`src/rtl/uart_rx.sv`:
```
// 16x-oversampled UART receiver: 8N1 or 8 data + odd/even parity; rx_done pulses at mid stop bit,
// roughly 2 clk synchronizer delay after the line. No backpressure: the host must take data_out on rx_done.
module uart_rx #(
  parameter int DATA_BITS  = 8,
  parameter int OVERSAMPLE = 16
) (
  input  logic                 clk,
  input  logic                 rst,
  input  logic                 rx,
  input  logic                 sample_tick,
  input  logic [1:0]           parity_type,
  output logic [DATA_BITS-1:0] data_out,
  output logic                 rx_active,
  output logic                 rx_done,
  output logic                 parity_err,
  output logic                 frame_err
);

  localparam int TW = (OVERSAMPLE > 2) ? $clog2(OVERSAMPLE) : 1;
  localparam int BW = $clog2(DATA_BITS + 1);

  localparam logic [TW-1:0] TICK_LAST = TW'(OVERSAMPLE - 1);
  localparam logic [TW-1:0] TICK_HALF = TW'(OVERSAMPLE / 2 - 1);
  localparam logic [BW-1:0] BIT_LAST  = BW'(DATA_BITS - 1);

  localparam logic [2:0] IDLE   = 3'd0;
  localparam logic [2:0] START  = 3'd1;
  localparam logic [2:0] DATA   = 3'd2;
  localparam logic [2:0] PARITY = 3'd3;
  localparam logic [2:0] STOP   = 3'd4;

  logic [2:0]           state;
  logic [TW-1:0]        tick_cnt;
  logic [BW-1:0]        bit_cnt;
  logic [DATA_BITS-1:0] shift_reg;
  logic [1:0]           par_type;
  logic                 par_bad;
  logic                 rx_meta;
  logic                 rx_s;
  logic                 rx_s_d;

  logic fall_edge;
  logic half_hit;
  logic full_hit;
  logic par_en;
  logic par_exp;

  assign fall_edge = rx_s_d & ~rx_s;
  assign half_hit  = sample_tick && (tick_cnt == TICK_HALF);
  assign full_hit  = sample_tick && (tick_cnt == TICK_LAST);
  assign par_en    = (par_type == 2'b01) || (par_type == 2'b10);
  // Even parity expects the XOR of the data bits; odd parity expects its inverse.
  assign par_exp   = (^shift_reg) ^ (par_type == 2'b01);

  always_ff @(posedge clk or posedge rst) begin
    if (rst) begin
      rx_meta <= 1'b1;
      rx_s    <= 1'b1;
      rx_s_d  <= 1'b1;
    end else begin
      rx_meta <= rx;
      rx_s    <= rx_meta;
      rx_s_d  <= rx_s;
    end
  end

  always_ff @(posedge clk or posedge rst) begin
    if (rst) begin
      state      <= IDLE;
      tick_cnt   <= '0;
      bit_cnt    <= '0;
      shift_reg  <= '0;
      par_type   <= 2'b00;
      par_bad    <= 1'b0;
      data_out   <= '0;
      rx_active  <= 1'b0;
      rx_done    <= 1'b0;
      parity_err <= 1'b0;
      frame_err  <= 1'b0;
    end else begin
      rx_done <= 1'b0;
      case (state)
        IDLE: begin
          // A held-low line (break) never retriggers: only a real 1->0 edge starts a frame.
          if (fall_edge) begin
            state    <= START;
            tick_cnt <= '0;
          end
        end

        START: begin
          if (half_hit) begin
            if (!rx_s) begin
              state     <= DATA;
              rx_active <= 1'b1;
              par_type  <= parity_type;
              par_bad   <= 1'b0;
              tick_cnt  <= '0;
              bit_cnt   <= '0;
            end else begin
              state <= IDLE;
            end
          end else if (sample_tick) begin
            tick_cnt <= tick_cnt + 1'b1;
          end
        end

        DATA: begin
          if (full_hit) begin
            shift_reg <= {rx_s, shift_reg[DATA_BITS-1:1]};
            tick_cnt  <= '0;
            bit_cnt   <= bit_cnt + 1'b1;
            if (bit_cnt == BIT_LAST) begin
              state <= par_en ? PARITY : STOP;
            end
          end else if (sample_tick) begin
            tick_cnt <= tick_cnt + 1'b1;
          end
        end

        PARITY: begin
          if (full_hit) begin
            par_bad  <= (rx_s != par_exp);
            tick_cnt <= '0;
            state    <= STOP;
          end else if (sample_tick) begin
            tick_cnt <= tick_cnt + 1'b1;
          end
        end

        STOP: begin
          if (full_hit) begin
            data_out   <= shift_reg;
            parity_err <= par_en & par_bad;
            frame_err  <= ~rx_s;
            rx_done    <= 1'b1;
            rx_active  <= 1'b0;
            tick_cnt   <= '0;
            state      <= IDLE;
          end else if (sample_tick) begin
            tick_cnt <= tick_cnt + 1'b1;
          end
        end

        default: begin
          state     <= IDLE;
          tick_cnt  <= '0;
          rx_active <= 1'b0;
        end
      endcase
    end
  end

endmodule

```
`config.mk`:
```
export PLATFORM = sky130hd
export DESIGN_NAME = uart_rx
export DESIGN_NICKNAME = d
export VERILOG_FILES = /design/src/rtl/uart_rx.sv
export SDC_FILE = /design/constraint.sdc
export NUM_CORES = 1
export LEC_CHECK = 0
export ABC_CLOCK_PERIOD_IN_PS = 4300
export CAP_MARGIN = 20
export CORE_MARGIN = 5
export CORE_UTILIZATION = 55
export CTS_CLUSTER_SIZE = 24
export DETAILED_ROUTE_END_ITERATION = 7
export DONT_BUFFER_PORTS = 1
export PLACE_DENSITY = 0.82
export SYNTH_ARGS = -nofsm -noshare
export SYNTH_HDL_FRONTEND = slang
export SYNTH_SLANG_ARGS = --single-unit
```
`constraint.sdc`:
```
create_clock -name clk -period 4.3 [get_ports clk]
set_input_delay 0.43 -clock clk [delete_from_list [all_inputs] [get_ports clk]]
set_output_delay 0.43 -clock clk [all_outputs]
set_load 0.02 [all_outputs]
```
==> results of run 1 <==
-- Yosys cell counts, types with 3 or more instances --
cell and instances:
nand3_1 6, o21ai_1 3, mux2_4 10, nand2_1 9, a21oi_1 3, xnor2_1 7
dfstp_2 3, dfrtp_1 34, xor2_1 3, mux2_2 3, inv_1 8, mux2_1 3
nor2_1 6, o21ai_0 4, buf_6 4, a32o_1 3, ha_1 3
-- routing by layer --
layer	share of wire [%]	vias to the layer above	wire [um]	global-route usage, %
met5	0	-	0	0
met4	3.1	0	107	10.71
met3	4.0	10	138	5.835
met2	51	23	1788	29.56
met1	42	567	1458	19.54
li1	-	544	-	-
-- final cells by class --
cell class	instances	area, um^2
clock buffer	6	41.29
clock inverter	2	10.01
fill	299	1390
inverter	9	33.78
multi-input combinational	99	867.1
sequential	37	929.6
tap	46	57.56
timing repair buffer	1	7.507
-- worst paths after layout --
path | start | to | slack [ns] | cells after the start
min in group clk | rx | rx_meta | 0.08 | 0
worst min-delay path | rst | frame_err | 0.01 | 1
max in group asynchronous | rst | par_type[0] | 3.58 | 2
worst min register to register | rx_meta | rx_s | 0.36 | 0
worst max register to register | state[1] | shift_reg[1] | 2.40 | 3
worst max-delay path | state[1] | shift_reg[1] | 2.40 | 3
-- stage by stage --
stage	std cells	hold slack [ns]
after floorplan	152	0.3452
after global placement	192	0.3461
after detailed placement	192	0.3475
after CTS	200	0.009970
after global routing	200	0.02613
final	200	0.01010
-- power groups by stage --
stage / registers (mW) / logic (mW) / clock network [mW]
after floorplan: 0.427 / 0.182 / 0
after CTS: 0.456 / 0.184 / 0.182
after detailed placement: 0.462 / 0.182 / 0
final: 0.456 / 0.182 / 0.174
after global routing: 0.464 / 0.206 / 0.199
after global placement: 0.458 / 0.172 / 0
-- cells in the final DEF, fill, tap and decap left out, drive strengths merged, types with 2 or more instances in the layout --
cell type / n
nand3b: 2
nand3: 7
a32o: 3
xor2: 3
clkinv: 2
inv: 9
ha: 3
dfstp: 3
nor2: 8
or3: 2
xnor2: 7
nor4: 2
clkbuf: 6
nand2: 10
nand2b: 2
dfrtp: 34
a21oi: 3
o21ai: 8
nand4: 2
mux2: 16
-- cells by family (layout without fill, tap and decap cells) --
logic type	after synthesis	count (layout)	share of synthesized area, %
flip-flops	37	37	49.04
XOR/XNOR	11	11	5.809
AO/OA/AOI/OAI	25	25	10.36
AND/OR/NAND/NOR	43	43	15.58
buffers and inverters	16	18	5.214
multiplexers	17	17	12.01
adder cells (fa/ha/maj)	3	3	1.980
==> summary.md, run 1 <==
| Metric | Value |
|---|---|
| Outcome | completed |
| Kind of cell adding the most delay to the critical path | flip-flops |
| Syn Nets | 161 |
| Clk network pwr share | roughly a fifth |
| CTS tree | built |
| # diodes | 0 |
| Synth Warn # | 0 |
| Async S/R FF share, synth | between 90% and 100% |
| Root Driver | clkbuf_4 |
| Cell Rows | 21 |
| Area growth syn-to-layout | 2.706% |
| Post-synth EDFFs | 0 |
| Via count | 1144 |
| Max-slew headroom | 61.87% |
| Vias in the first global route | 1212 |
| Clock skew | approximately 0.0044 ns |
| IO buf count | 0 |
| Worst-path fanout max | 12 |
| Post-route cell area | between 0.0015 and 0.002 mm^2 |
| Switching share of power | between 30% and 40% |
| Post-Syn Instances | roughly 150 |
| Worst-Margin Slew | about 0.57 ns |
| Die width | a little under 70 um |
| Fin crit period | between 1.5 and 2 ns |
| Avg Vias per Cell | roughly 5.7 |
| Dpl cell area | approximately 0.0019 mm^2 |
| CTS Sinks | 37 |
| Area fraction of the dominant cell type after synthesis | 44.88% |
| DR iter-0 viols | 73 |
| Switching power | about 0.28 mW |
| CP bufs+invs | 0 |
| # Post-CTS Setup Buffers | 0 |
| Max-cap violations | 0 |
| Max VDD drop | roughly 190 uV |
| Dpl ws | between 2 and 2.5 ns |
| Ys flop type | dfrtp_1 |
| DRC errors left | 0 |
| Worst-path cell chain | nor3b_2, nand2_2, mux2_1 |
| Mean Syn Cell Area | roughly 12 um^2 |
| Core Area | between 0.003 and 0.004 mm^2 |
| Post-synthesis sequential area ratio | roughly 50% |
| Total Power Consumption | between 0.8 and 0.9 mW |
| Tot GR Track Use | between 10% and 20% |
| Post-route ant nets | 0 |
| Core Util, Final | between 50% and 60% |
| Synthesized flop and latch total | 37 |
| Hold Violations, Final | 0 |
| GPL Wtd Cong | around 0.78 |
| Total I/O pin count | 18 |
| Synth top area cells | dfrtp_1 45%, mux2_4 7.9%, dfstp_2 4.2%, xnor2_1 3.2%, buf_6 2.4% |
| Mapped Area | roughly 0.0019 mm^2 |
| GRT overflow | 0 |
| Worst EP required | around 4.5 ns |
| Final period util | roughly 44% |
| Final setup margin | around 2.4 ns |
| Synth area leader | dfrtp_1 |
| Final setup viols | 0 |
| Critical Path End Type | flip-flop |
| Critical path arrival | approximately 2.1 ns |
| Crit path max-delay cell type | dfrtp_1 |
| Fmax | 0.5276 GHz |
| Power Dens Cells | approximately 420 mW/mm^2 |
| Initial Util | between 50% and 60% |
| Combinational power share | 22.4% |
| Critical path's largest stage delay | 0.72 ns |
| P_int | 0.5337 mW |
| Total CTS buffers | 5 |
| H-Tree Depth | 2 |
| # hold bufs at CTS | 0 |
| RSZ-0062 raised after global routing | no |
| Worst hold path type | in -> async |
| CTS clk-pin slew, worst paths | ~0.11 ns |
| Sequential Power Share | a little under three fifths |
| Post-synth cell types | 52 |
| Post-DR wirelength/cell | 17.46 um |
| Critical path class | reg -> reg |
| Leak | 0.9599 nW |
| Die Area | between 0.004 and 0.005 mm^2 |
| First-pass GRT wire length | ~6000 um |
| Initial antenna violation count | 0 |
| Startpoint Class | flip-flop |
| Worst-Skew Late Latency | 0.33 ns |
| Total wire length | ~3500 um |
| Nets | 162 |
| Final setup TNS | 0 ns |
| DR pass1 iterations | 4 |
| Dpl hpwl | around 2500 um |
| Post-CTS resize count | 0 |
| Largest net degree at the start of global routing | 25 |
| Die height | 68.71 um |
| Slew Limit Fails | 0 |
| Fraction of layout cells with a size suffix above 1 | approximately 23% |
| Bufs on Longest Clock Path | 2 |
No activity file was read; power rests on OpenSTA's default activity.
==> inputs of run 2 (changes only) <==
ABC_AREA = 1   (was default)
ABC_CLOCK_PERIOD_IN_PS = 1900   (was 4300)
clock period = 1.9 ns   (was 4.3 ns; I/O delays follow)
==> run 2 against run 1 <==
  * Cell count grew 49%
  * Global-route usage fell by 1.3 points
  * Clock power is 140% higher
  * Clock-buffer cell count grew 2
  * Via count up 35%
==> summary.md, run 2 <==
| Metric | Value |
|---|---|
| Post-Syn Instances | 239 (was 152) |
| Total I/O pin count | 18 (unchanged) |
| Die width | 69.69 um (was 68.71 um) |
| RSZ-0062 raised after global routing | no (unchanged) |
| Commonest cells post-synth | 74 x nand2_1, 34 x dfrtp_1, 25 x inv_1, 25 x nand3_1, 12 x o21ai_0 (was 34 x dfrtp_1, 10 x mux2_4, 9 x nand2_1) |
| Worst hold path type | in -> reg (was in -> async) |
| Most frequent cell after synthesis | nand2_1 (was dfrtp_1) |
| Post-route ant nets | 0 (unchanged) |
| Final setup viols | 0 (unchanged) |
| Hold Violations, Final | 0 (unchanged) |
| Via count | 1549 (was 1144) |
| Mean Syn Cell Area | 8.198 um^2 (was 12.47 um^2) |
| Largest net degree at the start of global routing | 38 (was 25) |
| Post-CTS resize count | 0 (unchanged) |
| Power Dens Cells | 941.8 mW/mm^2 (was 416.9 mW/mm^2) |
| Total wire length | 3564 um (was 3492 um) |
| H-Tree Depth | 2 (unchanged) |
| Vias in the first global route | 1475 (was 1212) |
| # Post-CTS Setup Buffers | 0 (unchanged) |
| Max-cap violations | 0 (unchanged) |
| Dpl ws | 0.3750 ns (was 2.429 ns) |
| CTS Sinks | 37 (unchanged) |
| Nets | 259 (was 162) |
| Leak | 1.064 nW (was 0.9599 nW) |
| Crit path max-delay cell type | dfrtp_1 (unchanged) |
| Cell Rows | 21 (unchanged) |
| Syn Nets | 248 (was 161) |
| Critical path arrival | 1.75 ns (was 2.12 ns) |
| Startpoint Class | flip-flop (unchanged) |
| Critical Path End Type | flip-flop (unchanged) |
| CTS clk-pin slew, worst paths | 0.10 ns (was 0.11 ns) |
| Synth top area cells | dfrtp_1 43%, nand2_1 14%, nand3_1 6.4%, inv_1 4.8%, dfstp_2 4.0% (was dfrtp_1 45%, mux2_4 7.9%, dfstp_2 4.2%, xnor2_1 3.2%, buf_6 2.4%) |
| Worst-Skew Late Latency | 0.33 ns (about the same) |
| GRT overflow | 0 (unchanged) |
| Synthesized flop and latch total | 37 (unchanged) |
| Die Area | 0.004856 mm^2 (was 0.004720 mm^2) |
| Mapped Area | 0.001959 mm^2 (was 0.001896 mm^2) |
| Fraction of layout cells with a size suffix above 1 | 15.54% (was 22.73%) |
| Final setup margin | 0.3769 ns (was 2.404 ns) |
| Die height | 69.69 um (was 68.71 um) |
| Synth area leader | dfrtp_1 (unchanged) |
| DRC errors left | 0 (unchanged) |
| # diodes | 0 (unchanged) |
| Post-synth cell types | 27 (was 52) |
| Post-synth EDFFs | 0 (unchanged) |
| Area fraction of the dominant cell type after synthesis | 43.42% (was 44.88%) |
| GPL Wtd Cong | 0.8905 (was 0.7837) |
| Bufs on Longest Clock Path | 2 (unchanged) |
| DR pass1 iterations | 5 (was 4) |
| Worst-Margin Slew | 0.4471 ns (was 0.5719 ns) |
| Final setup TNS | 0 ns (unchanged) |
| Ys flop type | dfrtp_1 (unchanged) |
| IO buf count | 0 (unchanged) |
| Area growth syn-to-layout | 7.726% (was 2.706%) |
| Post-DR wirelength/cell | 12.00 um (was 17.46 um) |
| Clock skew | 0.008979 ns (was 0.004407 ns) |
| Fmax | 0.6565 GHz (was 0.5276 GHz) |
| Worst-path fanout max | 17 (was 12) |
| Fin crit period | 1.523 ns (was 1.896 ns) |
| Avg Vias per Cell | 5.215 (was 5.720) |
| Worst-path cell chain | ha_1, nand3_2, nor2_4, nand2_4, nand2_2, nand3_1, nand2_1, nor2_1 (was nor3b_2, nand2_2, mux2_1) |
| Initial antenna violation count | 0 (unchanged) |
| Critical path class | reg -> reg (unchanged) |
| Most frequent cells in the layout | 74 x nand2_1, 34 x dfrtp_1, 25 x inv_1, 25 x nand3_1, 12 x o21ai_0 (was 34 x dfrtp_1, 10 x mux2_4, 9 x nand2_1) |
| Outcome | completed (unchanged) |
| Core Area | 0.003390 mm^2 (was 0.003337 mm^2) |
| Dpl hpwl | 2622 um (was 2545 um) |
| DR iter-0 viols | 120 (was 73) |
| Post-synthesis sequential area ratio | 47.45% (was 49.04%) |
| Tot GR Track Use | 16.47% (was 17.74%) |
| Root Driver | clkbuf_4 (unchanged) |
| Max-slew headroom | 70.19% (was 61.87%) |
| Max VDD drop | 655.7 uV (was 194.0 uV) |
| First-pass GRT wire length | 6520 um (was 5920 um) |
| Critical path's largest stage delay | 0.38 ns (was 0.72 ns) |
| Worst EP required | 2.13 ns (was 4.52 ns) |
| Final period util | 80.16% (was 44.08%) |
| Async S/R FF share, synth | 100.0% (unchanged) |
| Filler cell count | 282 (was 299) |
| Initial Util | 57.81% (was 56.81%) |
| Total CTS buffers | 5 (unchanged) |
| CTS tree | built (unchanged) |
| Commonest non-fill, non-tap cell in the layout | nand2_1 (was dfrtp_1) |
| Slew Limit Fails | 0 (unchanged) |
| Synth Warn # | 0 (unchanged) |
run 2: changes by cell type after synthesis, sizes merged, moves of 6 or more:
| cell | previous run | this run |
|---|---|---|
| a21oi | 3 | 10 |
| inv | 9 | 30 |
| mux2 | 16 | 1 |
| nand2 | 10 | 80 |
| nand3 | 7 | 29 |
| o21ai | 8 | 25 |
| xnor2 | 7 | 1 |
run 2: worst paths after layout:
kind	from	end	slack [ns]	depth (start not counted)
max	tick_cnt[0]	bit_cnt[2]	0.38	8
min	sample_tick	tick_cnt[0]	0.12	3
max reg2reg	tick_cnt[0]	bit_cnt[2]	0.38	8
min reg2reg	rx_meta	rx_s	0.37	0
max in group asynchronous	rst	rx_s_d	1.15	3
min in group asynchronous	rst	rx_active	0.40	3
run 2: kinds of logic after synthesis:
logic type | after synthesis | synth area share, %
AO/OA/AOI/OAI | 36 | 11.05
XOR/XNOR | 2 | 0.8942
adder cells (fa/ha/maj) | 3 | 1.916
buffers and inverters | 33 | 7.343
flip-flops | 37 | 47.45
multiplexers | 1 | 0.5747
AND/OR/NAND/NOR | 127 | 30.78
run 2: what timing repair did:
item                       in CTS  in global routing
hold buffers                    5                  0
hold endpoints to repair       39                  0
setup endpoints to repair       0                  0
run 2: stage by stage:
stage | power, mW | util, % | hold WS [ns] | cells | instance area (um^2)
floorplan | 1.449 | - | 0.1945 | 239 | 1959
global placement | 1.557 | 59.06 | 0.1946 | 284 | 2002
detailed placement | 1.568 | 59.06 | 0.1946 | 284 | 2002
CTS | 2.003 | 62.27 | 0.09399 | 297 | 2111
global route | 2.165 | 62.27 | 0.1384 | 297 | 2111
finish | 1.988 | 62.27 | 0.1164 | 297 | 2111
run 2: power breakdown:
group	leakage (nW)	total, mW	switching [mW]	internal, mW
Combinational	0.545	0.619	0.405	0.214
Sequential	0.486	0.945	0.0830	0.862
Clock	0.0326	0.423	0.241	0.183
Total	1.06	1.99	0.729	1.26
run 2: critical path: cells and delay by family, from the launching register on:
family | cells | cell delay [ns]
and+or+nand+nor | 7 | 0.81
DFF | 1 | 0.38
adders and majority gates | 1 | 0.22
run 2: area by class of cell:
cell class | instances | area (um^2) | area share [%]
Multi-Input combinational cell | 169 | 885.9 | 41.97
Inverter | 31 | 121.4 | 5.750
Timing Repair Buffer | 6 | 57.56 | 2.727
Tap cell | 46 | 57.56 | 2.727
Sequential cell | 37 | 929.6 | 44.04
Clock buffer | 8 | 58.81 | 2.786
run 2: layer usage:
layer  share of wire, %  global-route usage (%)  vias to the layer above
li1                   -                       -                      795
met1                 48                   21.42                      709
met2                 46                   27.01                       40
met3                4.7                   3.623                        5
met4                1.3                   5.745                        0
met5                  0                       0                        -
==> inputs of run 3 (changes only) <==
ABC_CLOCK_PERIOD_IN_PS = 1600   (was 1900)
clock period = 1.6 ns   (was 1.9 ns; I/O delays follow)
==> run 3 against run 2 <==
  * Flip-flop and latch count unchanged
  * Critical path depth stayed put
  * Critical endpoint is now rx_active
  * Clock-buffer cell count fell by 1
  * Cell area rose by 4.0%
  * Global-route usage fell by 0.47 points
  * Sequential power is 20% higher
  * Register-to-register slack got worse by 0.28 ns
  * Setup slack worse by 0.28 ns
  * Largest cell class unchanged
==> summary.md, run 3 (synthesis results as in run 2) <==
| Metric | Value |
|---|---|
| IO buf count | 0 (unchanged) |
| First-pass GRT wire length | 6361 um (was 6520 um) |
| Dpl hpwl | 2554 um (was 2622 um) |
| Worst-Margin Slew | 0.4569 ns (was 0.4471 ns) |
| Slew Limit Fails | 0 (unchanged) |
| Nets | 264 (was 259) |
| Dpl ws | 0.07111 ns (was 0.3750 ns) |
| Switching power | 0.9112 mW (was 0.7286 mW) |
| Max-cap violations | 0 (unchanged) |
| CTS Sinks | 37 (unchanged) |
| Commonest non-fill, non-tap cell in the layout | nand2_1 (unchanged) |
| Die Area | 0.004856 mm^2 (unchanged) |
| P_int | 1.686 mW (was 1.259 mW) |
| Initial Util | 57.81% (unchanged) |
| Worst EP required | 1.83 ns (was 2.13 ns) |
| Via count | 1575 (was 1549) |
| Critical path's largest stage delay | 0.43 ns (was 0.38 ns) |
| Kind of cell adding the most delay to the critical path | simple AND/OR/NAND/NOR gates (unchanged) |
| Final setup margin | 0.09191 ns (was 0.3769 ns) |
| Bufs on Longest Clock Path | 2 (unchanged) |
| Filler cell count | 280 (was 282) |
| CTS tree | built (unchanged) |
| Total wire length | 3591 um (was 3564 um) |
| Avg Vias per Cell | 5.215 (about the same) |
| Worst-path cell chain | ha_4, nand3_2, nor2_4, inv_4, nand2_2, nand2_1, a21oi_1, o21ai_1 (was ha_1, nand3_2, nor2_4, nand2_4, nand2_2, nand3_1, nand2_1, nor2_1) |
| Clk network pwr share | 26.3% (was 21.3%) |
| Hold slack final | 0.07105 ns (was 0.1164 ns) |
| DR pass1 iterations | 4 (was 5) |
| Register area | 929.6 um^2 (unchanged) |
| Worst-path fanout max | 4 (was 17) |
| # diodes | 0 (unchanged) |
| Fin crit period | 1.508 ns (was 1.523 ns) |
| Final period util | 94.26% (was 80.16%) |
| Worst hold path type | in -> reg (unchanged) |
| Core Area | 0.003390 mm^2 (unchanged) |
| Crit path max-delay cell type | dfrtp_1 (unchanged) |
| Tot GR Track Use | 16.00% (was 16.47%) |
| Fraction of layout cells with a size suffix above 1 | 19.14% (was 15.54%) |
| DRC errors left | 0 (unchanged) |
| Switching share of power | 35.08% (was 36.65%) |
| Hold Violations, Final | 0 (unchanged) |
| H-Tree Depth | 2 (unchanged) |
| Most frequent cells in the layout | 73 x nand2_1, 34 x dfrtp_1, 25 x inv_1, 25 x nand3_1, 12 x o21ai_0 (was 74 x nand2_1, 34 x dfrtp_1, 25 x inv_1, 25 x nand3_1, 12 x o21ai_0) |
| Initial antenna violation count | 0 (unchanged) |
| Post-DR wirelength/cell | 11.89 um (was 12.00 um) |
| Die width | 69.69 um (unchanged) |
| Fmax | 0.6631 GHz (was 0.6565 GHz) |
| Clock skew | 0.01044 ns (was 0.008979 ns) |
| Critical Path End Type | flip-flop (unchanged) |
| Outcome | completed (unchanged) |
| Max VDD drop | 698.6 uV (was 655.7 uV) |
| Power Dens Cells | 1183 mW/mm^2 (was 941.8 mW/mm^2) |
| GRT overflow | 0 (unchanged) |
| Area growth syn-to-layout | 12.07% (was 7.726%) |
| DR iter-0 viols | 137 (was 120) |
| Final setup TNS | 0 ns (unchanged) |
| CP bufs+invs | 1 (was 0) |
| Vias in the first global route | 1463 (was 1475) |
| Critical path class | reg -> reg (unchanged) |
| Critical path arrival | 1.74 ns (was 1.75 ns) |
| Leak | 1.100 nW (was 1.064 nW) |
| Post-route ant nets | 0 (unchanged) |
| GPL Wtd Cong | 0.8418 (was 0.8905) |
| Die height | 69.69 um (unchanged) |
| Largest net degree at the start of global routing | 38 (unchanged) |
| Total CTS buffers | 5 (unchanged) |
| Final setup viols | 0 (unchanged) |
| Sequential Power Share | 43.5% (was 47.6%) |
| Startpoint Class | flip-flop (unchanged) |
| Combinational power share | 30.2% (was 31.1%) |
| Multi-input logic area | 907.1 um^2 (was 885.9 um^2) |
| Worst-Skew Late Latency | 0.35 ns (was 0.33 ns) |
| CTS clk-pin slew, worst paths | 0.10 ns (about the same) |
| Total I/O pin count | 18 (unchanged) |
| Cell Rows | 21 (unchanged) |
| Root Driver | clkbuf_4 (unchanged) |
| Max-slew headroom | 69.54% (was 70.19%) |
==> run 3: routing by layer <==
| metal | GRT usage (%) | part of all wire, % |
|---|---|---|
| met5 | 0 | 0 |
| met1 | 21.66 | 49 |
| met3 | 3.913 | 4.9 |
| met2 | 24.26 | 44 |
| met4 | 7.021 | 1.6 |
==> run 3: worst paths after layout <==
| path | startpoint | endpoint | slack (ns) | depth (start not counted) |
|---|---|---|---|---|
| min in group asynchronous | rst | par_type[1] | 0.36 | 3 |
| worst min-delay path | sample_tick | tick_cnt[0] | 0.07 | 3 |
| worst max register to register | tick_cnt[1] | rx_active | 0.09 | 8 |
| worst max-delay path | tick_cnt[1] | rx_active | 0.09 | 8 |
| worst min register to register | rx_meta | rx_s | 0.36 | 0 |
| max in group asynchronous | rst | rx_s_d | 0.90 | 3 |
==> run 3: worst register-to-register path: cells and delay by family, from the launching register on <==
family                     cells  cell delay [ns]
AOI/OAI and AO/OA              2             0.20
adders and majority gates      1             0.17
buffers and inverters          1             0.09
DFF                            1             0.43
and+or+nand+nor                4             0.50
==> run 3: final cells by class <==
class | instances | share of cell area [%]
clock buffers | 7 | 2.507
repair buffers | 11 | 4.330
well taps | 46 | 2.621
inverters | 31 | 5.527
clock inverters | 1 | 1.368
flip-flops and latches | 37 | 42.34
multi-input cells | 169 | 41.31
==> run 3: power groups by stage <==
stage / combinational, mW / sequential (mW) / clock (mW)
global placement: 0.730 / 1.13 / 0
floorplan: 0.600 / 1.12 / 0
detailed placement: 0.737 / 1.14 / 0
finish: 0.785 / 1.13 / 0.683
CTS: 0.752 / 1.12 / 0.699
global route: 0.889 / 1.14 / 0.750
==> run 3: through the flow <==
stage	area (um^2)	power, mW	util, %	std cells
global placement	2024	1.863	59.73	287
floorplan	1959	1.720	-	239
detailed placement	2024	1.873	59.73	287
CTS	2160	2.569	63.71	300
global route	2196	2.780	64.78	302
finish	2196	2.598	64.78	302
==> run 3: timing repair <==
action,CTS,global route
hold buffers,5,0
buffers inserted,0,2
endpoints found under the setup margin,0,6
resized for setup,0,5
hold endpoints to repair,39,0
